--- config.mk ---
export PLATFORM = sky130hd
export DESIGN_NAME = rs_divider_scheduler
export DESIGN_NICKNAME = d
export VERILOG_FILES = /design/src/rtl/rs_divider_scheduler.sv
export SDC_FILE = /design/constraint.sdc
export NUM_CORES = 1
export LEC_CHECK = 0
export BUFFER_PORTS_ARGS = -buffer_cell sky130_fd_sc_hd__buf_2
export CAP_MARGIN = 10
export CORE_MARGIN = 2
export CORE_UTILIZATION = 38
export DETAILED_ROUTE_END_ITERATION = 8
export MAX_ROUTING_LAYER = met4
export PLACE_DENSITY = 0.66
export RECOVER_POWER = 100
export SYNTH_ARGS = -nofsm -noshare
export SYNTH_HDL_FRONTEND = slang
export SYNTH_SLANG_ARGS = --single-unit
--- constraint.sdc ---
create_clock -name clock -period 4.85 [get_ports clock]
set_input_delay 0.7275 -clock clock [delete_from_list [all_inputs] [get_ports clock]]
set_output_delay 0.7275 -clock clock [all_outputs]
set_load 0.005 [all_outputs]
--- src/rtl/rs_divider_scheduler.sv ---
// Round-robin scheduler sharing one pipelined divider among RS decoder channels.
// Tags follow each operation through the divider and steer the result back.
module rs_divider_scheduler #(
    parameter int NUM_REQ     = 3,
    parameter int DIV_LATENCY = 4,
    parameter int NUMER_W     = 15,
    parameter int DENOM_W     = 10
) (
    input  logic                         clock,
    input  logic                         resetn,
    input  logic [NUM_REQ-1:0]           req_valid,
    input  logic [NUM_REQ*NUMER_W-1:0]   req_numer,
    input  logic [NUM_REQ*DENOM_W-1:0]   req_denom,
    output logic [NUM_REQ-1:0]           req_ready,
    output logic [NUMER_W-1:0]           div_numer,
    output logic [DENOM_W-1:0]           div_denom,
    input  logic [NUMER_W-1:0]           div_quotient,
    input  logic [DENOM_W-1:0]           div_remain,
    output logic [NUM_REQ-1:0]           rsp_valid,
    output logic [NUMER_W-1:0]           rsp_quotient,
    output logic [DENOM_W-1:0]           rsp_remain,
    output logic                         rsp_dz,
    output logic                         busy
);

    localparam int PW    = (NUM_REQ > 1) ? $clog2(NUM_REQ) : 1;
    localparam int DEPTH = DIV_LATENCY + 1;

    typedef struct packed {
        logic               vld;
        logic [NUM_REQ-1:0] own;
        logic               dz;
    } tag_t;

    logic [PW-1:0]      ptr;
    logic [PW-1:0]      gidx;
    logic [NUM_REQ-1:0] grant;
    logic               found;
    int                 idx;
    logic               xfer;
    logic [NUMER_W-1:0] sel_numer;
    logic [DENOM_W-1:0] sel_denom;
    tag_t               tags [DEPTH];
    tag_t               last;

    // Search begins just past the last winner so every channel gets a turn.
    always_comb begin
        grant = '0;
        gidx  = ptr;
        found = 1'b0;
        idx   = 0;
        for (int k = 1; k <= NUM_REQ; k++) begin
            idx = (int'(ptr) + k) % NUM_REQ;
            if (!found && req_valid[idx]) begin
                found      = 1'b1;
                grant[idx] = 1'b1;
                gidx       = PW'(idx);
            end
        end
        if (!resetn) begin
            grant = '0;
        end
    end

    assign req_ready = grant;
    assign xfer      = |(req_valid & grant);
    assign sel_numer = req_numer[int'(gidx)*NUMER_W +: NUMER_W];
    assign sel_denom = req_denom[int'(gidx)*DENOM_W +: DENOM_W];
    assign last      = tags[DEPTH-1];

    always_ff @(posedge clock) begin
        if (!resetn) begin
            ptr          <= PW'(NUM_REQ - 1);
            div_numer    <= '0;
            div_denom    <= '0;
            rsp_valid    <= '0;
            rsp_quotient <= '0;
            rsp_remain   <= '0;
            rsp_dz       <= 1'b0;
            for (int k = 0; k < DEPTH; k++) begin
                tags[k] <= '0;
            end
        end else begin
            if (xfer) begin
                ptr       <= gidx;
                div_numer <= sel_numer;
                div_denom <= sel_denom;
                tags[0]   <= '{vld: 1'b1, own: grant, dz: (sel_denom == '0)};
            end else begin
                tags[0] <= '0;
            end
            for (int k = 1; k < DEPTH; k++) begin
                tags[k] <= tags[k-1];
            end
            // A zero denominator overrides whatever the divider produced.
            if (last.vld) begin
                rsp_valid <= last.own;
                if (last.dz) begin
                    rsp_quotient <= '1;
                    rsp_remain   <= '0;
                    rsp_dz       <= 1'b1;
                end else begin
                    rsp_quotient <= div_quotient;
                    rsp_remain   <= div_remain;
                    rsp_dz       <= 1'b0;
                end
            end else begin
                rsp_valid <= '0;
            end
        end
    end

    always_comb begin
        busy = |rsp_valid;
        for (int k = 0; k < DEPTH; k++) begin
            busy = busy | tags[k].vld;
        end
    end

endmodule

==> impl_metrics.tcl, run 1 <==
set metrics [dict create \
    hp-start "div_numer[8]" \
    hold_ws_ns 0.487 \
    slew_violations 59 \
    critPathCaptureType "register" \
    cts_sinks 81 \
    synthCells 337 \
    ys_ff_latch 81 \
    r2r-start "ptr[0]" \
    wl_per_cell_microns 14.2 \
    n_fill_cell 943 \
    drt_wl_total_microns 9230 \
    worstPathRequired_ns 5.14 \
    fin_crit_ns 4.13 \
    synth-edff-count 25 \
    antenna_left 0 \
    layout-drive-gt1-share 0.338 \
    drt_iter0_markers 101 \
    cts-root-buf "clkbuf_8" \
    overflow 0 \
    rr_endpoint "div_numer[7]" \
    path_clk_slew_ns 0.08 \
    path_max_fanout 21 \
    peakVddDrop_mv 0.385 \
    violations "max-capacitance violations, max-slew violations" \
    io_buffers 162 \
    area_growth_pct 28.8 \
    cp_num_buf_inv 2 \
    cp_slowest_cell "nor4_1" \
    drc 0 \
    yosysTopAreaCell "dfxtp_1" \
    cp-start-kind "register" \
    grt.total_usage 0.172 \
    die-area_sq_um 10900 \
    p_per_area_nw_per_um2 543 \
    worstMarginPinSlew_ns 1.96 \
    grt.met2_usage 0.293 \
    hold_class "register to register" \
    cap_violations 1 \
    top_usage_layer "met2" \
    max_freq_ghz 0.242 \
    via_per_inst 4.97 \
    met3_usage 0.0480 \
    die-width_microns 105 \
    synth_cell_types 50 \
    clk_latency_ns 0.34 \
    antenna_found_initial 0 \
    fp.coreArea_sq_um 9770 \
    ff2ff_setup_slack_ns 0.72 \
    outcome "complete, but fails checks" \
    critPathTopFamily "compound AO/OA/AOI/OAI gates" \
    ys_top_cells_by_area "dfxtp_1 29%, edfxtp_1 20%, mux2i_1 7.6%" \
    num_antenna_cells 0 \
    worstHoldEndpoint "div_numer[8]" \
    first_pass_iters 4 \
    cts_hold_buf 0 \
    reg2regPathDepth 10 \
    hold_viol 0 \
    pin_count 163 \
    initial_core_util 0.393 \
    post-cts-setup-buffers 0 \
    cts_resized 0 \
    ys.warnings.count 0 \
    ys_seq_area_frac 0.487 \
    crit_chain "inv_1 -> ha_1 -> and2b_4 -> o21a_2 -> nor4_1 -> a221o_1 -> and2_0 -> o31a_1 -> buf_4 -> a22o_1" \
    power.total_mw 2.69 \
    min_path_cells 1 \
    ys.flop_type "dfxtp_1" \
    crit_type "register to register" \
    gp_congestion 0.879 \
    finalSetupTns_ns 0 \
    vias 3221 \
    cp.arrival_ns 4.42 \
    die_h_microns 105 \
    dp_hpwl_microns 6750 \
    setup_violations 0 \
    rsz0062_at_grt "no" \
    cts_buffers 9 \
    max_stage_delay_ns 0.82 \
    yosysTopAreaCellShare 0.292 \
    ctsLongestPathBuffers 2 \
    avgSynthCellArea_sq_um 11.4 \
    cts-htree-levels 3 \
    postLayoutCellArea_sq_um 4950 \
    grt_max_degree 59 \
    place_area_sq_um 4790 \
    async_flop_share 0 \
    cts_tree "yes" \
    finalCritPeriodShare 0.852 \
    final_net_count 619 \
    netlist_area_sq_um 3840 \
    clock-skew-final_ns 0.0103 \
    rows 36 \
    grtUsageMet1 0.192 \
    first_global_vias 3187 \
    slew_headroom -0.306 \
    p_leak_nw 2.20 \
    grt_first_pass_wirelength_microns 14900 \
]
report_power, final:
part / total (mW) / internal [mW] / switching, mW
sequential: 0.861 / 0.807 / 0.0545
combinational: 1.31 / 0.588 / 0.723
clock: 0.514 / 0.278 / 0.236
total: 2.69 / 1.67 / 1.01
layout by cell type (no fill, tap or decap), types with 4 or more instances in the layout:
master / instances
nand2_1: 7
nor2b_1: 26
and2_0: 20
buf_2: 128
ha_1: 4
clkbuf_8: 11
clkbuf_1: 35
dfxtp_1: 56
o2bb2ai_1: 25
nor4_1: 9
o221a_2: 15
edfxtp_1: 25
nor2_1: 5
and2_1: 4
inv_1: 4
a22o_1: 25
a21oi_1: 11
mux2i_1: 29
conb_1: 25
o21ai_0: 4
metrics by stage:
stage,util,setup slack (ns),cells
final,0.506,0.719,648
after global routing,0.506,0.519,648
after CTS,0.512,1.03,648
after detailed placement,0.490,1.06,632
after global placement,0.490,1.13,632
after floorplan,-,2.21,361
synthesized netlist by cell type, types with 2 or more instances:
master,count
a21o_2,2
a21oi_1,11
a22o_1,25
a32oi_1,2
and2_1,23
and2_2,2
and3_1,3
buf_2,7
buf_6,5
clkbuf_1,12
dfxtp_1,56
edfxtp_1,25
ha_1,4
inv_1,4
mux2i_1,29
nand2_1,7
nand2b_1,2
nand3_1,3
nand3b_1,2
nand4_1,2
nor2_1,5
nor2_4,2
nor2b_1,26
nor4_1,8
o21a_4,2
o21ai_0,4
o21ai_1,2
o221a_2,15
o2bb2ai_1,26
state kept, by name, indices dropped and copies added, names as in the netlist:
register	flops
rsp_quotient	15
rsp_valid	3
rsp_dz	1
div_denom	10
ptr	2
rsp_remain	10
tags	25
div_numer	15
routing by layer:
metal | part of all wire | vias to the layer above | routed length (microns)
met5 | 0 | - | 0
met4 | 0.014 | 0 | 128
met3 | 0.070 | 14 | 645
met2 | 0.50 | 123 | 4620
met1 | 0.42 | 1484 | 3830
li1 | - | 1600 | -
area by class of cell:
class                   count  area (sq um)  area share
well taps                 133           166      0.0336
clock buffers              14           205      0.0415
clock inverters             2          12.5     0.00253
repair buffers            165           791       0.160
multi-input cells         249          1890       0.381
flip-flops and latches     81          1870       0.378
inverters                   4          15.0     0.00303
worst reg2reg max path: cells and delay by family, from the launching register on:
| kind | cells | cell delay [ns] |
|---|---|---|
| and+or+nand+nor | 3 | 1.37 |
| DFF | 1 | 0.39 |
| adders and majority gates | 1 | 0.54 |
| buffers and inverters | 2 | 0.40 |
| AOI/OAI and AO/OA | 4 | 1.37 |
worst max path at each step:
stage                       from            end  slack [ns]  cells past startpoint
after floorplan           ptr[0]   req_ready[1]        2.21                      8
after global placement    ptr[0]   div_denom[0]        1.13                      9
after detailed placement  ptr[0]   div_numer[7]        1.06                      9
after CTS                 ptr[0]   div_numer[7]        1.03                      9
after global routing      ptr[0]  div_numer[12]        0.52                     10
final                     ptr[0]   div_numer[7]        0.72                     10
kinds of logic (layout without fill, tap and decap cells):
logic type               count (synthesis)  after routing  share of synthesized area
multiplexers                            29             29                     0.0755
AO/OA/AOI/OAI                          100            100                      0.225
other                                    1             25                   0.000976
buffers and inverters                   31            185                     0.0459
AND/OR/NAND/NOR                         91             91                      0.152
flip-flops                              81             81                      0.487
adder cells (fa/ha/maj)                  4              4                     0.0130
No activity file was read; power rests on OpenSTA's default activity.
==> inputs of run 2 (changes only) <==
Settings changed: CORE_MARGIN 2 to default.
==> run 2 against run 1 <==
Effect of this change:
- the flow still finishes with violations (max-capacitance violations, max-slew violations)
- critical endpoint is now div_denom[2]
- hold slack worse by 0.0070 ns
- register-to-register slack better by 0.03 ns
- routed wire length is 5.0% lower
- sequential share of layout area rose by 0.086 points
- sequential cell count unchanged
- total power grew 0.33%
- critical path type unchanged
- largest cell class unchanged
- clock skew down 0.0032 ns
- maximum frequency increased by 0.84%
- clock-buffer cell count unchanged
==> impl_metrics.tcl, run 2 (synthesis gave the netlist of run 1 again) <==
set metrics [dict create \
    reg.largest.list "tags: 25 flops, div_numer: 15 flops, rsp_quotient: 15 flops" \
    largest_register_ffs 25 \
    fin_crit_ns 4.10 \
    cts_hold_buf 0 \
    drc 0 \
    worstHoldEndpoint "div_numer[13]" \
    rows 36 \
    grt_max_degree 59 \
    io_buffers 162 \
    cts_tree "yes" \
    post-route-util 0.505 \
    die-width_microns 103 \
    rr_endpoint "div_denom[2]" \
    initial_core_util 0.393 \
    cts-root-buf "clkbuf_8" \
    wl_per_cell_microns 13.5 \
    p_per_area_nw_per_um2 546 \
    first_pass_iters 4 \
    postLayoutCellArea_sq_um 4940 \
    rsz0062_at_grt "no" \
    p_leak_nw 2.16 \
    min_path_cells 1 \
    cts_buffers 9 \
    drt_iter0_markers 82 \
    clock-skew-final_ns 0.00709 \
    worstMarginPinSlew_ns 1.91 \
    dp_hpwl_microns 6280 \
    cap_violations 1 \
    finalCritPeriodShare 0.845 \
    vias 3169 \
    hold_class "register to register" \
    cts_sinks 81 \
    setup_violations 0 \
    ctsLongestPathBuffers 2 \
    place_area_sq_um 4790 \
    slew_violations 59 \
    fp.coreArea_sq_um 9770 \
    die-area_sq_um 10500 \
    drt_wl_total_microns 8770 \
    cp_slowest_cell "and2_1" \
    worstPathRequired_ns 5.14 \
    hold_ws_ns 0.480 \
    layout_commonest_cell "buf_2" \
    cts_resized 0 \
    gp_congestion 0.892 \
    outcome "complete, but fails checks" \
    post-cts-setup-buffers 0 \
    final_net_count 619 \
    antenna_left 0 \
    path_clk_slew_ns 0.08 \
    overflow 0 \
    max_stage_delay_ns 0.89 \
    peakVddDrop_mv 0.355 \
    critPathCaptureType "register" \
    reg2regPathDepth 9 \
    path_max_fanout 29 \
    crit_type "register to register" \
    cts-htree-levels 3 \
    grt.total_usage 0.164 \
    max_freq_ghz 0.244 \
    via_per_inst 4.88 \
    cp-start-kind "register" \
    most-common-layout-cells "115 x buf_2, 56 x dfxtp_1, 49 x clkbuf_1" \
    grt_first_pass_wirelength_microns 12800 \
    first_global_vias 2859 \
    r2r-start "ptr[0]" \
    pin_count 163 \
    area_growth_pct 28.5 \
    finalSetupTns_ns 0 \
    hold_viol 0 \
    top_register "tags" \
    die_h_microns 103 \
    violations "max-capacitance violations, max-slew violations" \
    hp-start "div_numer[13]" \
    layout-drive-gt1-share 0.311 \
    antenna_found_initial 0 \
    cp.arrival_ns 4.39 \
    crit_chain "inv_1 -> ha_1 -> and2b_4 -> o21a_2 -> nor4_1 -> o2bb2ai_4 -> and2_1 -> o2bb2ai_1 -> a22o_1" \
    clk_latency_ns 0.34 \
    slew_headroom -0.276 \
    ff2ff_setup_slack_ns 0.75 \
]
## run 2: cell types whose count changed in the layout (fill, tap and decap cells not counted)
cell,change
clkbuf_1,+14
clkinv_2,+1
clkbuf_16,+1
inv_4,-2
and2_0,-5
diode_2,+1
buf_2,-13
inv_6,+1
and2_1,+5
clkbuf_8,-2
## run 2: worst max-delay path by stage
stage / endpoint / startpoint / cells past startpoint / slack, ns
floorplan: req_ready[1] / ptr[0] / 8 / 2.21
global placement: div_numer[9] / ptr[0] / 9 / 1.15
detailed placement: div_denom[2] / ptr[0] / 9 / 1.04
CTS: div_denom[2] / ptr[0] / 9 / 1.02
global route: div_denom[5] / ptr[0] / 9 / 0.54
finish: div_denom[2] / ptr[0] / 9 / 0.75
## run 2: final cells by class
class                      instances  area (sq um)
fill                             927          4840
timing repair buffer             165           774
tap                              133           166
multi-input combinational        249          1890
inverter                           4          15.0
clock buffer                      14           206
antenna                            1          2.50
sequential                        81          1870
clock inverter                     2          13.8
## run 2: worst max-delay path: cells and delay by family, from the launching register on
family	cells	cell delay, ns
flip-flops	1	0.40
adder cells (fa/ha/maj)	1	0.55
AO/OA/AOI/OAI	4	1.07
buffers and inverters	1	0.09
AND/OR/NAND/NOR	3	1.92
## run 2: layer usage
| layer | vias to the layer above | GRT usage | share of wire |
|---|---|---|---|
| li1 | 1607 | - | - |
| met5 | - | - | 0 |
| met2 | 124 | 0.272 | 0.48 |
| met4 | 0 | 0.0813 | 0.021 |
| met3 | 17 | 0.0359 | 0.064 |
| met1 | 1421 | 0.186 | 0.43 |
## run 2: power by group
group          leakage (nW)  total [mW]  internal, mW  switching, mW
sequential            0.717       0.860         0.807         0.0531
clock                 0.112       0.524         0.282          0.243
combinational          1.33        1.31         0.586          0.725
## run 2: stage by stage
step	cells	power [mW]	worst slack (ns)
2_1_floorplan	361	1.97	2.21
3_3_place_gp	632	2.18	1.15
3_5_place_dp	632	2.22	1.04
4_1_cts	648	2.75	1.02
5_1_grt	648	2.87	0.540
6_report	649	2.69	0.753
